==> config.mk <==
export PLATFORM = sky130hd
export DESIGN_NAME = buzzer_beep
export DESIGN_NICKNAME = d
export VERILOG_FILES = /design/src/rtl/buzzer_beep.sv
export SDC_FILE = /design/constraint.sdc
export NUM_CORES = 1
export LEC_CHECK = 0
export ABC_AREA = 1
export CORE_ASPECT_RATIO = 1.1
export CORE_MARGIN = 1.5
export CORE_UTILIZATION = 60
export CTS_BUF_LIST = sky130_fd_sc_hd__clkbuf_8
export CTS_CLUSTER_SIZE = 10
export DETAILED_ROUTE_END_ITERATION = 8
export HOLD_SLACK_MARGIN = 0.06
export PLACE_DENSITY = 0.79
export SLEW_MARGIN = 30
export SYNTH_ARGS = -nofsm -noshare
export SYNTH_HDL_FRONTEND = slang
export SYNTH_SLANG_ARGS = --single-unit
==> constraint.sdc <==
create_clock -name clock -period 4.6 [get_ports clock]
set_input_delay 0.92 -clock clock [delete_from_list [all_inputs] [get_ports clock]]
set_output_delay 0.92 -clock clock [all_outputs]
set_load 0.1 [all_outputs]
==> src/rtl/buzzer_beep.sv <==
// ---------------------------------------------------------------------------
// buzzer_beep
//   Output stage for the washer panel buzzer. Turns one-cycle requests into
//   square-wave beep patterns:
//     - key_beep  : one short beep (SHORT_TICKS cycles of tone)
//     - done_beep : DONE_BEEPS long beeps (LONG_TICKS each) separated by
//                   GAP_TICKS silent cycles
//   Ports:
//     clock     in   system clock, rising edge
//     reset_n   in   asynchronous active-low reset
//     key_beep  in   1-cycle request for a short beep
//     done_beep in   1-cycle request for the long-beep pattern
//     buzz      out  square wave to the buzzer pad, 0 when silent
//     busy      out  1 while a pattern is playing (TONE or GAP)
// ---------------------------------------------------------------------------
module buzzer_beep #(
   parameter int unsigned CNT_W       = 24,
   parameter int unsigned HALF_PERIOD = 12500,
   parameter int unsigned SHORT_TICKS = 2500000,
   parameter int unsigned LONG_TICKS  = 12500000,
   parameter int unsigned GAP_TICKS   = 6250000,
   parameter int unsigned DONE_BEEPS  = 3
) (
   input  logic clock,
   input  logic reset_n,
   input  logic key_beep,
   input  logic done_beep,
   output logic buzz,
   output logic busy
);

   localparam logic [CNT_W-1:0] HALF_M1  = CNT_W'(HALF_PERIOD - 1);
   localparam logic [CNT_W-1:0] SHORT_M1 = CNT_W'(SHORT_TICKS - 1);
   localparam logic [CNT_W-1:0] LONG_M1  = CNT_W'(LONG_TICKS - 1);
   localparam logic [CNT_W-1:0] GAP_M1   = CNT_W'(GAP_TICKS - 1);
   localparam logic [2:0]       NBEEPS   = 3'(DONE_BEEPS);

   typedef enum logic [1:0] {
      S_IDLE,
      S_TONE,
      S_GAP
   } state_t;

   state_t           state_q, state_d;
   logic             buzz_q, buzz_d;
   logic             busy_q, busy_d;
   logic             pend_q, pend_d;   // done_beep queued behind a short beep
   logic             long_q, long_d;   // current pattern is the long pattern
   logic [CNT_W-1:0] div_q, div_d;     // half-period divider
   logic [CNT_W-1:0] dur_q, dur_d;     // tone / gap duration counter
   logic [CNT_W-1:0] last_q, last_d;   // final dur value of a tone (len-1)
   logic [2:0]       left_q, left_d;   // tones remaining incl. current

   logic             pend_req;

   always_ff @(posedge clock or negedge reset_n) begin
      if (!reset_n) begin
         state_q <= S_IDLE;
         buzz_q  <= 1'b0;
         busy_q  <= 1'b0;
         pend_q  <= 1'b0;
         long_q  <= 1'b0;
         div_q   <= '0;
         dur_q   <= '0;
         last_q  <= '0;
         left_q  <= '0;
      end else begin
         state_q <= state_d;
         buzz_q  <= buzz_d;
         busy_q  <= busy_d;
         pend_q  <= pend_d;
         long_q  <= long_d;
         div_q   <= div_d;
         dur_q   <= dur_d;
         last_q  <= last_d;
         left_q  <= left_d;
      end
   end

   always_comb begin
      state_d = state_q;
      buzz_d  = buzz_q;
      pend_d  = pend_q;
      long_d  = long_q;
      div_d   = div_q;
      dur_d   = dur_q;
      last_d  = last_q;
      left_d  = left_q;
      // A done request while playing is only remembered if the long
      // pattern is not already the one playing.
      pend_req = done_beep && !long_q;

      unique case (state_q)
         S_IDLE: begin
            pend_d = 1'b0;
            if (done_beep || key_beep) begin
               state_d = S_TONE;
               buzz_d  = 1'b1;
               div_d   = '0;
               dur_d   = '0;
               if (done_beep) begin
                  last_d = LONG_M1;
                  left_d = NBEEPS;
                  long_d = 1'b1;
               end else begin
                  last_d = SHORT_M1;
                  left_d = 3'd1;
                  long_d = 1'b0;
               end
            end
         end

         S_TONE: begin
            if (pend_req) pend_d = 1'b1;
            dur_d = dur_q + 1'b1;
            if (div_q == HALF_M1) begin
               buzz_d = ~buzz_q;
               div_d  = '0;
            end else begin
               div_d = div_q + 1'b1;
            end
            // End of tone overrides any toggle so buzz drops on this edge.
            if (dur_q == last_q) begin
               buzz_d = 1'b0;
               dur_d  = '0;
               div_d  = '0;
               if (left_q > 3'd1) begin
                  left_d  = left_q - 3'd1;
                  state_d = S_GAP;
               end else if (pend_q || pend_req) begin
                  // A request arriving on the very last tone cycle is
                  // promoted directly rather than stranded in IDLE.
                  pend_d  = 1'b0;
                  last_d  = LONG_M1;
                  left_d  = NBEEPS;
                  long_d  = 1'b1;
                  state_d = S_GAP;
               end else begin
                  long_d  = 1'b0;
                  state_d = S_IDLE;
               end
            end
         end

         S_GAP: begin
            if (pend_req) pend_d = 1'b1;
            buzz_d = 1'b0;
            dur_d  = dur_q + 1'b1;
            if (dur_q == GAP_M1) begin
               state_d = S_TONE;
               buzz_d  = 1'b1;
               div_d   = '0;
               dur_d   = '0;
            end
         end

         default: begin
            state_d = S_IDLE;
            buzz_d  = 1'b0;
         end
      endcase

      busy_d = (state_d != S_IDLE);
   end

   assign buzz = buzz_q;
   assign busy = busy_q;

endmodule

==> flow_metrics.py <==
metrics = {
    "synthesis": {
        "netlist_top_cells_area": "dfrtp_1 (34%), nand2_1 (18%), nor2_1 (9.1%), nand3_1 (8.9%), inv_1 (6.1%)",
        "netlist_area_um2": 4440,
        "seq_area_frac_synth_pct": 33.8,
        "synth_enable_flop_cells": 0,
        "synth_cells": 692,
        "synthMostInstantiatedCell": "nand2_1",
        "synth_warnings": 0,
        "synth_cell_types": 35,
        "synthesis.nets": 703,
        "synth_commonest_cells": "nand2_1 (211), nor2_1 (108), nand3_1 (79)",
        "synthFlopType": "dfrtp_1",
        "postSynth.asyncResetShare_pct": 100,
        "ys_ff_latch": 60,
        "avgSynthCellArea_um2": 6.42,
        "synth_top_area_share_pct": 33.8,
        "yosysTopAreaCell": "dfrtp_1",
    },
    "global_routing": {
        "grt_usage_pct": 32.0,
        "grt_pass1_wl_um": 20000,
        "grt_util_met3_pct": 4.68,
        "antenna_found_initial": 0,
        "met2_usage_pct": 56.4,
        "busiest_layer": "met2",
        "grt_overflow": 0,
        "grt_max_degree": 32,
        "grt_pass1_vias": 4374,
        "globalRouteMet1Util_pct": 38.7,
    },
    "setup_path": {
        "crit_type": "register to output pin",
        "slowest_delay_ns": 1.14,
        "critical_path.top_delay_family": "buffers and inverters",
        "crit_arrival_ns": 1.87,
        "worstPathMaxFanout": 3,
        "crit_path_cell_trace": "clkdlybuf4s50_1",
        "worst-path-buf-inv": 1,
        "slowest_stage": "clkdlybuf4s50_1",
        "worstSetupEndpointType": "output pin",
        "crit_required_ns": 3.68,
        "worstSetupStartpointType": "register",
    },
    "min_path": {
        "hold_path_class": "register to register",
    },
    "floorplanning": {
        "fp.dieW_um": 85.1,
        "dieHeight_um": 93.3,
        "dieArea_um2": 7930,
        "rows": 32,
        "core_um2": 7090,
        "start_util_pct": 62.7,
        "num_io_pins": 6,
    },
    "layout": {
        "register_area_um2": 1500,
        "fill_cells": 645,
        "multi_input_area_um2": 2510,
        "fin_nets": 701,
        "area_delta_synth_final_pct": 5.35,
        "drive_gt1_share_pct": 5.90,
        "diodes": 0,
    },
    "route": {
        "drc": 0,
        "viasPerCell": 5.69,
        "drtIter0Drc": 335,
        "wl_um": 11700,
        "drt_first_pass_iters": 5,
        "antenna_left": 0,
        "via_count": 4440,
        "wl_per_cell_um": 15.0,
    },
    "clock_network": {
        "ctsResizeCount": 0,
        "cts_max_level": 3,
        "cts_made_buffers": 9,
        "cts.sinks": 60,
        "tritoncts": "built",
        "clk_pin_slew_worst_paths_ns": 0.08,
        "postCtsSetupBuffers": 0,
        "cts_max_path_buffers": 2,
        "cts_hold_buffers": 0,
        "root_buffer": "clkbuf_8",
        "clk_latency_ns": 0.34,
    },
    "power_and_ir_drop": {
        "clockPowerShare_pct": 28.5,
        "switchingPower_uw": 728,
        "p_int_mw": 1.02,
        "power_frac_comb_pct": 34.2,
        "power_frac_seq_pct": 37.3,
        "power_density_nw_per_um2": 373,
        "switching_share_pct": 41.7,
        "p_leak_nw": 2.21,
        "p_total_mw": 1.74,
        "peakVddDrop_mv": 0.209,
    },
    "place": {
        "dp_hpwl_um": 8550,
        "io_buffer_count": 5,
        "gp_congestion": 0.939,
    },
    "sta": {
        "rsz0062_at_grt": "false",
        "setup_violations": 0,
        "finalHoldViolCount": 0,
        "min_period_ns": 2.79,
        "drv_slew": 0,
        "finalClockSkew_ns": 0.0114,
        "fmax_ghz": 0.359,
        "period_share_pct": 60.6,
        "tightest_slew_ns": 0.964,
        "totalNegativeSetupSlack_ns": 0,
        "relSlewSlack_pct": 35.6,
    },
    "run_status": {
        "outcome": "finished clean",
    },
    "job": {
        "cap_viol_max_count": 0,
    },
}
state kept, by name (all words and copies together) (netlist names):
name,cells
div_q,24
dur_q,24
last_q,3
left_q,3
state_q,2
busy,1
buzz,1
long_q,1
pend_q,1
layout make-up:
| class | count | area share, % |
|---|---|---|
| Tap cell | 85 | 2.27 |
| Sequential cell | 60 | 32.1 |
| Clock inverter | 6 | 1.36 |
| Inverter | 78 | 6.33 |
| Clock buffer | 10 | 2.94 |
| Timing Repair Buffer | 8 | 1.44 |
| Multi-Input combinational cell | 533 | 53.6 |
cells in the final DEF (no fill, tap or decap), types with 6 or more instances in the layout:
master / count
nand2_1: 211
o21bai_1: 6
nor3_1: 13
clkbuf_8: 10
a21oi_1: 15
nand2_2: 6
nand3_1: 79
o21ai_0: 27
xnor2_1: 6
dfrtp_1: 60
inv_1: 73
ha_1: 7
nor2_1: 108
nand4_1: 17
xor2_1: 16
logic make-up after synthesis:
family / Yosys count / share of synthesized area, %
xor gates and xnor gates: 22 / 4.34
and+or+nand+nor: 447 / 42.9
adders and majority gates: 7 / 1.97
buffers and inverters: 99 / 9.77
AOI/OAI and AO/OA: 57 / 7.26
DFF: 60 / 33.8
per-stage QoR:
stage	std cells	setup WS (ns)	utilization (%)	hold WS, ns	area [µm²]
6_report	780	1.81	66.1	0.502	4680
5_1_grt	780	1.71	66.1	0.530	4680
4_1_cts	780	1.80	66.1	0.500	4680
3_5_place_dp	764	1.62	63.2	0.477	4480
3_3_place_gp	764	1.72	63.2	0.466	4480
2_1_floorplan	692	2.62	-	0.443	4440
power groups by stage:
| stage | sequential, mW | combinational (mW) | clock [mW] |
|---|---|---|---|
| 2_1_floorplan | 0.707 | 0.398 | 0 |
| 3_3_place_gp | 0.657 | 0.567 | 0 |
| 3_5_place_dp | 0.659 | 0.588 | 0 |
| 4_1_cts | 0.649 | 0.590 | 0.505 |
| 5_1_grt | 0.659 | 0.675 | 0.525 |
| 6_report | 0.651 | 0.597 | 0.497 |
path summary, 6_finish.rpt:
check	start	to	slack, ns	cells past startpoint
max in group asynchronous	reset_n	dur_q[10]	3.07	2
setup / recovery	buzz	buzz	1.81	1
setup reg to reg	dur_q[1]	div_q[15]	2.13	12
hold reg to reg	pend_q	pend_q	0.50	2
min in group asynchronous	reset_n	div_q[20]	0.64	1
hold / removal	pend_q	pend_q	0.50	2
metal layers:
layer  vias to the layer above  part of all wire, %
met5                         -                    0
met4                         0                  2.8
met3                        30                  5.3
met2                       168                   51
met1                      2042                   41
li1                       2200                    -
(Power assumes the default switching activity.)
